`config.mk`:
```
export PLATFORM = sky130hd
export DESIGN_NAME = multi_issuer
export DESIGN_NICKNAME = d
export VERILOG_FILES = /design/src/rtl/multi_issuer.sv
export SDC_FILE = /design/constraint.sdc
export NUM_CORES = 1
export LEC_CHECK = 0
export ABC_AREA = 0
export BUFFER_PORTS_ARGS = -buffer_cell sky130_fd_sc_hd__buf_2
export CAP_MARGIN = 20
export CORE_ASPECT_RATIO = 0.75
export CORE_MARGIN = 2
export CORE_UTILIZATION = 50
export DETAILED_ROUTE_END_ITERATION = 12
export PLACE_DENSITY = 0.84
export SLEW_MARGIN = 20
export SYNTH_ARGS = -nofsm -noshare
export SYNTH_HDL_FRONTEND = slang
export SYNTH_SLANG_ARGS = --single-unit
export TNS_END_PERCENT = 20
```
`constraint.sdc`:
```
create_clock -name clk -period 15.6 [get_ports clk]
set_input_delay 1.56 -clock clk [delete_from_list [all_inputs] [get_ports clk]]
set_output_delay 1.56 -clock clk [all_outputs]
set_load 0.02 [all_outputs]
```
`src/rtl/multi_issuer.sv`:
```
// multi_issuer: in-order WIDTH-wide decode buffer and credit-gated issue stage with precise illegal-instruction trap
//   clk, rst (sync, active-low); iq_valid/iq_inst/iq_pc/iq_pc_next/iq_ready: IQ pop handshake
//   alu_free/br_free/lsq_free/rob_free: free-entry credits; flush: empties the buffer, returns to RUN
//   iss_*: per-slot issue bundle, slot k in bits [k*W +: W]; trap: illegal at head; stall_cnt: head-blocked cycles
//   iss_type: 0 alu, 1 br, 2 ls.  opr1_sel: 0 rs1, 1 pc, 2 zero.  opr2_sel: 0 rs2, 1 imm, 2 const 4.
//   opr3_sel: 0 none, 1 pc+imm, 2 rs2 (store data), 3 rs1+imm (jalr target).
//   br opc: funct3 for branches, 2 jal, 3 jalr.  ls opc: {store, funct3}.
module multi_issuer #(
  parameter int WIDTH    = 2,
  parameter int DQ_DEPTH = 4,
  parameter int CW       = 4
) (
  input  logic                clk,
  input  logic                rst,
  input  logic                iq_valid,
  input  logic [31:0]         iq_inst,
  input  logic [31:0]         iq_pc,
  input  logic [31:0]         iq_pc_next,
  output logic                iq_ready,
  input  logic [CW-1:0]       alu_free,
  input  logic [CW-1:0]       br_free,
  input  logic [CW-1:0]       lsq_free,
  input  logic [CW-1:0]       rob_free,
  input  logic                flush,
  output logic [WIDTH-1:0]    iss_valid,
  output logic [WIDTH*2-1:0]  iss_type,
  output logic [WIDTH*4-1:0]  iss_opc,
  output logic [WIDTH-1:0]    iss_isrd,
  output logic [WIDTH*5-1:0]  iss_rd,
  output logic [WIDTH*5-1:0]  iss_sr1,
  output logic [WIDTH*5-1:0]  iss_sr2,
  output logic [WIDTH*32-1:0] iss_imm,
  output logic [WIDTH*32-1:0] iss_pc,
  output logic [WIDTH*32-1:0] iss_pcnext,
  output logic [WIDTH*3-1:0]  iss_opr1_sel,
  output logic [WIDTH*3-1:0]  iss_opr2_sel,
  output logic [WIDTH*3-1:0]  iss_opr3_sel,
  output logic                trap,
  output logic [31:0]         stall_cnt
);
  localparam int AW = DQ_DEPTH > 1 ? $clog2(DQ_DEPTH) : 1;
  localparam logic [1:0] IT_ALU = 2'd0, IT_BR = 2'd1, IT_LS = 2'd2;
  typedef struct packed {
    logic        ill;
    logic [1:0]  typ;
    logic [3:0]  opc;
    logic        isrd;
    logic [4:0]  rd, sr1, sr2;
    logic [31:0] imm, pc, pcn;
    logic [2:0]  s1, s2, s3;
  } dq_t;
  typedef enum logic {RUN, TRAP} state_t;
  state_t state, state_n;
  dq_t dq [DQ_DEPTH];
  dq_t dec;
  logic [AW-1:0] head, tail;
  logic [AW:0] count, npop;
  logic push, head_ill, stall_inc;
  logic [2:0] f3;
  logic [31:0] imm_i, imm_s, imm_b, imm_u, imm_j;
  assign f3    = iq_inst[14:12];
  assign imm_i = {{20{iq_inst[31]}}, iq_inst[31:20]};
  assign imm_s = {{20{iq_inst[31]}}, iq_inst[31:25], iq_inst[11:7]};
  assign imm_b = {{19{iq_inst[31]}}, iq_inst[31], iq_inst[7], iq_inst[30:25], iq_inst[11:8], 1'b0};
  assign imm_u = {iq_inst[31:12], 12'd0};
  assign imm_j = {{11{iq_inst[31]}}, iq_inst[31], iq_inst[19:12], iq_inst[20], iq_inst[30:21], 1'b0};
  always_comb begin
    dec = '0;
    dec.ill = 1'b1;
    dec.rd = iq_inst[11:7];
    dec.sr1 = iq_inst[19:15];
    dec.sr2 = iq_inst[24:20];
    dec.pc = iq_pc;
    dec.pcn = iq_pc_next;
    case (iq_inst[6:0])
      7'b0010011: begin dec.ill = 1'b0; dec.typ = IT_ALU; dec.opc = {f3 == 3'b101 && iq_inst[30], f3}; dec.isrd = 1'b1; dec.imm = imm_i; dec.s2 = 3'd1; end
      7'b0110011: begin dec.ill = 1'b0; dec.typ = IT_ALU; dec.opc = {iq_inst[30], f3}; dec.isrd = 1'b1; end
      7'b0110111: begin dec.ill = 1'b0; dec.typ = IT_ALU; dec.isrd = 1'b1; dec.imm = imm_u; dec.s1 = 3'd2; dec.s2 = 3'd1; end
      7'b0010111: begin dec.ill = 1'b0; dec.typ = IT_ALU; dec.isrd = 1'b1; dec.imm = imm_u; dec.s1 = 3'd1; dec.s2 = 3'd1; end
      7'b1100011: begin dec.ill = f3[2:1] == 2'b01; dec.typ = IT_BR; dec.opc = {1'b0, f3}; dec.imm = imm_b; dec.s3 = 3'd1; end
      7'b1101111: begin dec.ill = 1'b0; dec.typ = IT_BR; dec.opc = 4'd2; dec.isrd = 1'b1; dec.imm = imm_j; dec.s1 = 3'd1; dec.s2 = 3'd2; dec.s3 = 3'd1; end
      7'b1100111: begin dec.ill = f3 != 3'd0; dec.typ = IT_BR; dec.opc = 4'd3; dec.isrd = 1'b1; dec.imm = imm_i; dec.s1 = 3'd1; dec.s2 = 3'd2; dec.s3 = 3'd3; end
      7'b0000011: begin dec.ill = f3 == 3'b011 || f3[2:1] == 2'b11; dec.typ = IT_LS; dec.opc = {1'b0, f3}; dec.isrd = 1'b1; dec.imm = imm_i; dec.s2 = 3'd1; end
      7'b0100011: begin dec.ill = f3 > 3'b010; dec.typ = IT_LS; dec.opc = {1'b1, f3}; dec.imm = imm_s; dec.s2 = 3'd1; dec.s3 = 3'd2; end
      default: dec.ill = 1'b1;
    endcase
  end
  // Each slot sees the cumulative demand of itself and all older slots, so a
  // blocked slot also blocks every younger one and order stays strict.
  always_comb begin
    int na, nb, nl;
    logic ok;
    logic [AW-1:0] idx;
    dq_t e;
    na = 0;
    nb = 0;
    nl = 0;
    ok = state == RUN && !flush;
    idx = head;
    e = dq[head];
    npop = '0;
    iss_valid = '0;
    iss_type = '0;
    iss_opc = '0;
    iss_isrd = '0;
    iss_rd = '0;
    iss_sr1 = '0;
    iss_sr2 = '0;
    iss_imm = '0;
    iss_pc = '0;
    iss_pcnext = '0;
    iss_opr1_sel = '0;
    iss_opr2_sel = '0;
    iss_opr3_sel = '0;
    for (int k = 0; k < WIDTH; k++) begin
      idx = head + AW'(k);
      e = dq[idx];
      na += int'(e.typ == IT_ALU);
      nb += int'(e.typ == IT_BR);
      nl += int'(e.typ == IT_LS);
      ok = ok && k < int'(count) && !e.ill && na <= int'(alu_free) && nb <= int'(br_free)
           && nl <= int'(lsq_free) && k + 1 <= int'(rob_free);
      iss_valid[k] = ok;
      npop += {{AW{1'b0}}, ok};
      iss_type[k*2 +: 2] = e.typ;
      iss_opc[k*4 +: 4] = e.opc;
      iss_isrd[k] = e.isrd;
      iss_rd[k*5 +: 5] = e.rd;
      iss_sr1[k*5 +: 5] = e.sr1;
      iss_sr2[k*5 +: 5] = e.sr2;
      iss_imm[k*32 +: 32] = e.imm;
      iss_pc[k*32 +: 32] = e.pc;
      iss_pcnext[k*32 +: 32] = e.pcn;
      iss_opr1_sel[k*3 +: 3] = e.s1;
      iss_opr2_sel[k*3 +: 3] = e.s2;
      iss_opr3_sel[k*3 +: 3] = e.s3;
    end
  end
  assign iq_ready  = state == RUN && !flush && int'(count) < DQ_DEPTH;
  assign push      = iq_valid && iq_ready;
  assign head_ill  = count != '0 && dq[head].ill;
  assign stall_inc = count != '0 && !dq[head].ill && state == RUN && !flush && !iss_valid[0];
  assign trap      = state == TRAP;
  always_comb state_n = flush ? RUN : (state == RUN && head_ill) ? TRAP : state;
  always_ff @(posedge clk)
    if (!rst) state <= RUN;
    else state <= state_n;
  always_ff @(posedge clk)
    if (push) dq[tail] <= dec;
  always_ff @(posedge clk) begin
    if (!rst) begin
      head <= '0;
      tail <= '0;
      count <= '0;
      stall_cnt <= '0;
    end else begin
      if (flush) begin
        head <= '0;
        tail <= '0;
        count <= '0;
      end else begin
        head <= head + npop[AW-1:0];
        tail <= tail + AW'(push);
        count <= count + {{AW{1'b0}}, push} - npop;
      end
      stall_cnt <= stall_cnt + {31'd0, stall_inc};
    end
  end
endmodule

```
==> results.ini <==
[synthesis]
synth.cells.most_frequent = sky130_fd_sc_hd__edfxtp_1 (500), sky130_fd_sc_hd__mux4_2 (246), sky130_fd_sc_hd__dfxtp_1 (40), sky130_fd_sc_hd__a21oi_1 (30), sky130_fd_sc_hd__nor2_1 (29)
yosys_warnings = 0
top_ff_cell_synth = sky130_fd_sc_hd__edfxtp_1
synth_top_cell_by_area = sky130_fd_sc_hd__edfxtp_1
synth_largest_type_area_fraction_pct = 63.2
yosysSeqAreaShare_pct = 66.5
synth_enable_flop_cells = 500
syn_area_per_cell_um2 = 20.1
ys_ff_latch = 540
ys_top_cells_by_area = sky130_fd_sc_hd__edfxtp_1 (63%), sky130_fd_sc_hd__mux4_2 (23%), sky130_fd_sc_hd__dfxtp_1 (3.4%)
syn_std_cell_area_um2 = 23800
postSynth.asyncResetShare_pct = 0
synth.lib_cells_used.distinct = 51
syn_inst = 1184
cell_with_the_most_instances_after_synthesis = sky130_fd_sc_hd__edfxtp_1

[power]
cellInternalPower_uw = 2360
power.switching_uw = 606
power.leakage_uw = 0.00987
clkPwrFrac_pct = 41.6
power_density_nw_per_um2 = 105
seq_power_share_pct = 54.1
p_sw_share_pct = 20.4
power.combinational.fraction_pct = 4.2
maximum_vdd_ir_drop_uv = 80.9

[critical_path]
critPathRequiredTime_ps = 14040
critPathLaunchType = register
r2r-start = head[0]
setup.worst_path.end_class = output port
critical_path_arrival_ps = 4430
reg2reg_slack_ps = 9910
criticalPathCategory = register to output port
timing.rr.end = stall_cnt[28]
timing.reg2reg.worst_path_depth = 16
worst-path-max-fanout = 78

[flow_run]
maxCapViolCount = 0

[floorplan]
die_area_um2 = 49300
rows = 69
starting_density_pct = 50.4
chipWidth_um = 256
die_h_um = 193
design.core.area_um2 = 47100
num_io_pins = 406

[place]
gp_congestion = 0.915
detailedPlace.worstSlack_ps = 9970
port_buf_inserts = 399
place_hpwl_mm = 36.1
place_area_um2 = 26400

[global_route]
grt_max_degree = 116
grt_remaining_overflow = 0
gr-usage-all-layers_pct = 22.0
grt_antenna_before_repair = 9
grt_pass1_wl_mm = 82.7
first_global_vias = 13600

[clocking]
cts.root.buffer_cell = sky130_fd_sc_hd__clkbuf_16
tritoncts.num_buffers = 51
holdBufCountCts = 0
clockBufferDepth = 3
cts_tree = done
cts.sink_count = 540
postCtsSetupBuffers = 0
ctsHtreeMaxLevel = 2
ctsResizeCount = 0
clk_pin_slew_worst_paths_ps = 60
clk-insertion-delay-late_ps = 580

[hold_path]
worst_hold_path.endpoint = stall_cnt[22]
min_delay_path_depth = 2
worstHoldPathType = register to register
origin_of_the_worst_min_delay_path = stall_cnt[22]

[sta]
slew-limit-headroom_pct = 28.0
finalHoldViolCount = 0
timing.setup.tns_ps = 0
fin_skew_ps = 17.6
tightestPinTransition_ps = 1080
period_minus_slack_ps = 5990
setup_viol = 0
worst_slack_ps = 9610
max_freq_mhz = 167
period_share_pct = 38.4
rsz_0062_raised_after_global_routing = no
maxSlewViolCount = 0

[layout]
post_route_cells_drive_above_1_share_pct = 46.5
layout.nets = 1718
syn2layout_area_growth_pct = 18.3
fin_util_pct = 59.6
finalInstanceArea_um2 = 28100

[route]
drt_pass1_iterations = 5
routedWlPerCell_um = 24.1
final_antenna_net_count = 0
drt_first_iter_violations = 1478
routed_via_density = 6.04
postRouteWirelength_mm = 54.7
drc_violations_left = 0
routed-via-count = 13700

[status]
outcome = complete, no violations

[flip-flops by register name, indices dropped and copies added (netlist names)]
name,flops
dq,500
count,3
stall_cnt,32
tail,2
head,2
trap,1
[logic make-up (layout without fill, tap and decap cells)]
group                    Yosys count  count (layout)  synth area share, %
XOR/XNOR                          14              14                0.516
flip-flops                       540             540                 66.5
adder cells (fa/ha/maj)           21              21                 1.14
AO/OA/AOI/OAI                     98              98                 2.66
multiplexers                     253             253                 23.6
other                              1              13               0.0158
AND/OR/NAND/NOR                  155             155                 3.67
buffers and inverters            102             535                 1.85
[placed cells by master, fill, tap and decap left out, types with 9 or more instances in the layout]
cell type / count
sky130_fd_sc_hd__o21ai_0: 15
sky130_fd_sc_hd__nand2_1: 27
sky130_fd_sc_hd__buf_2: 399
sky130_fd_sc_hd__clkbuf_1: 9
sky130_fd_sc_hd__nand3_1: 11
sky130_fd_sc_hd__buf_4: 13
sky130_fd_sc_hd__mux4_2: 246
sky130_fd_sc_hd__clkinv_2: 13
sky130_fd_sc_hd__or4_1: 18
sky130_fd_sc_hd__edfxtp_1: 500
sky130_fd_sc_hd__o31ai_1: 13
sky130_fd_sc_hd__xnor2_1: 10
sky130_fd_sc_hd__dfxtp_1: 38
sky130_fd_sc_hd__a21o_1: 21
sky130_fd_sc_hd__inv_1: 27
sky130_fd_sc_hd__clkbuf_16: 53
sky130_fd_sc_hd__a21oi_1: 29
sky130_fd_sc_hd__or3_1: 9
sky130_fd_sc_hd__nor2_1: 29
sky130_fd_sc_hd__ha_1: 20
sky130_fd_sc_hd__and2_1: 14
[cell type report]
type | instances | area, µm²
flip-flops and latches | 540 | 15800
clock buffers | 65 | 1400
fillers | 3410 | 19000
clock inverters | 29 | 280
repair buffers | 414 | 2130
diodes | 7 | 17.5
inverters | 27 | 101
multi-input cells | 547 | 7570
well taps | 639 | 800
[critical path, stage by stage, from the launching register on]
cell,delay (ps)
sky130_fd_sc_hd__dfxtp_4,790
sky130_fd_sc_hd__buf_4,860
sky130_fd_sc_hd__nor2_1,120
sky130_fd_sc_hd__a21oi_1,310
sky130_fd_sc_hd__nor2b_1,100
sky130_fd_sc_hd__ha_1,290
sky130_fd_sc_hd__inv_1,40
sky130_fd_sc_hd__ha_1,260
sky130_fd_sc_hd__a211oi_1,200
sky130_fd_sc_hd__o21ai_0,130
sky130_fd_sc_hd__and3b_1,190
sky130_fd_sc_hd__and4_1,250
sky130_fd_sc_hd__buf_2,180
[per-layer routing]
metal  GRT usage [%]  part of all wire (%)  up-vias
li1                -                     -     5838
met2            36.1                    50      624
met5               0                 0.046        -
met3            6.17                   8.9       81
met4            5.24                   1.8        4
met1            29.7                    39     7144
[worst max path at each step]
stage                          to    start  slack, ps
floorplan                dq[1][0]    flush       3370
global placement    stall_cnt[28]  head[0]      10200
detailed placement  stall_cnt[28]  head[0]       9970
CTS                  iss_valid[1]  head[0]       9600
global route         iss_valid[1]  head[0]       9320
finish               iss_valid[1]  head[0]       9610
[per-stage QoR]
step	total power [µW]	instances	hold slack (ps)
2_1_floorplan	1710	1189	523
5_1_grt	3050	2265	520
3_3_place_gp	1760	2166	471
3_5_place_dp	1760	2166	483
4_1_cts	2990	2260	493
6_report	2970	2268	495
[power by group through the flow]
stage                     registers (µW)  clock network (µW)  logic (µW)
after floorplan                     1640                   0        66.2
after global placement              1630                   0         122
after detailed placement            1640                   0         125
after CTS                           1610                1260         125
after global routing                1610                1310         134
final                               1610                1240         125
Power figures use the tool's default switching activity.
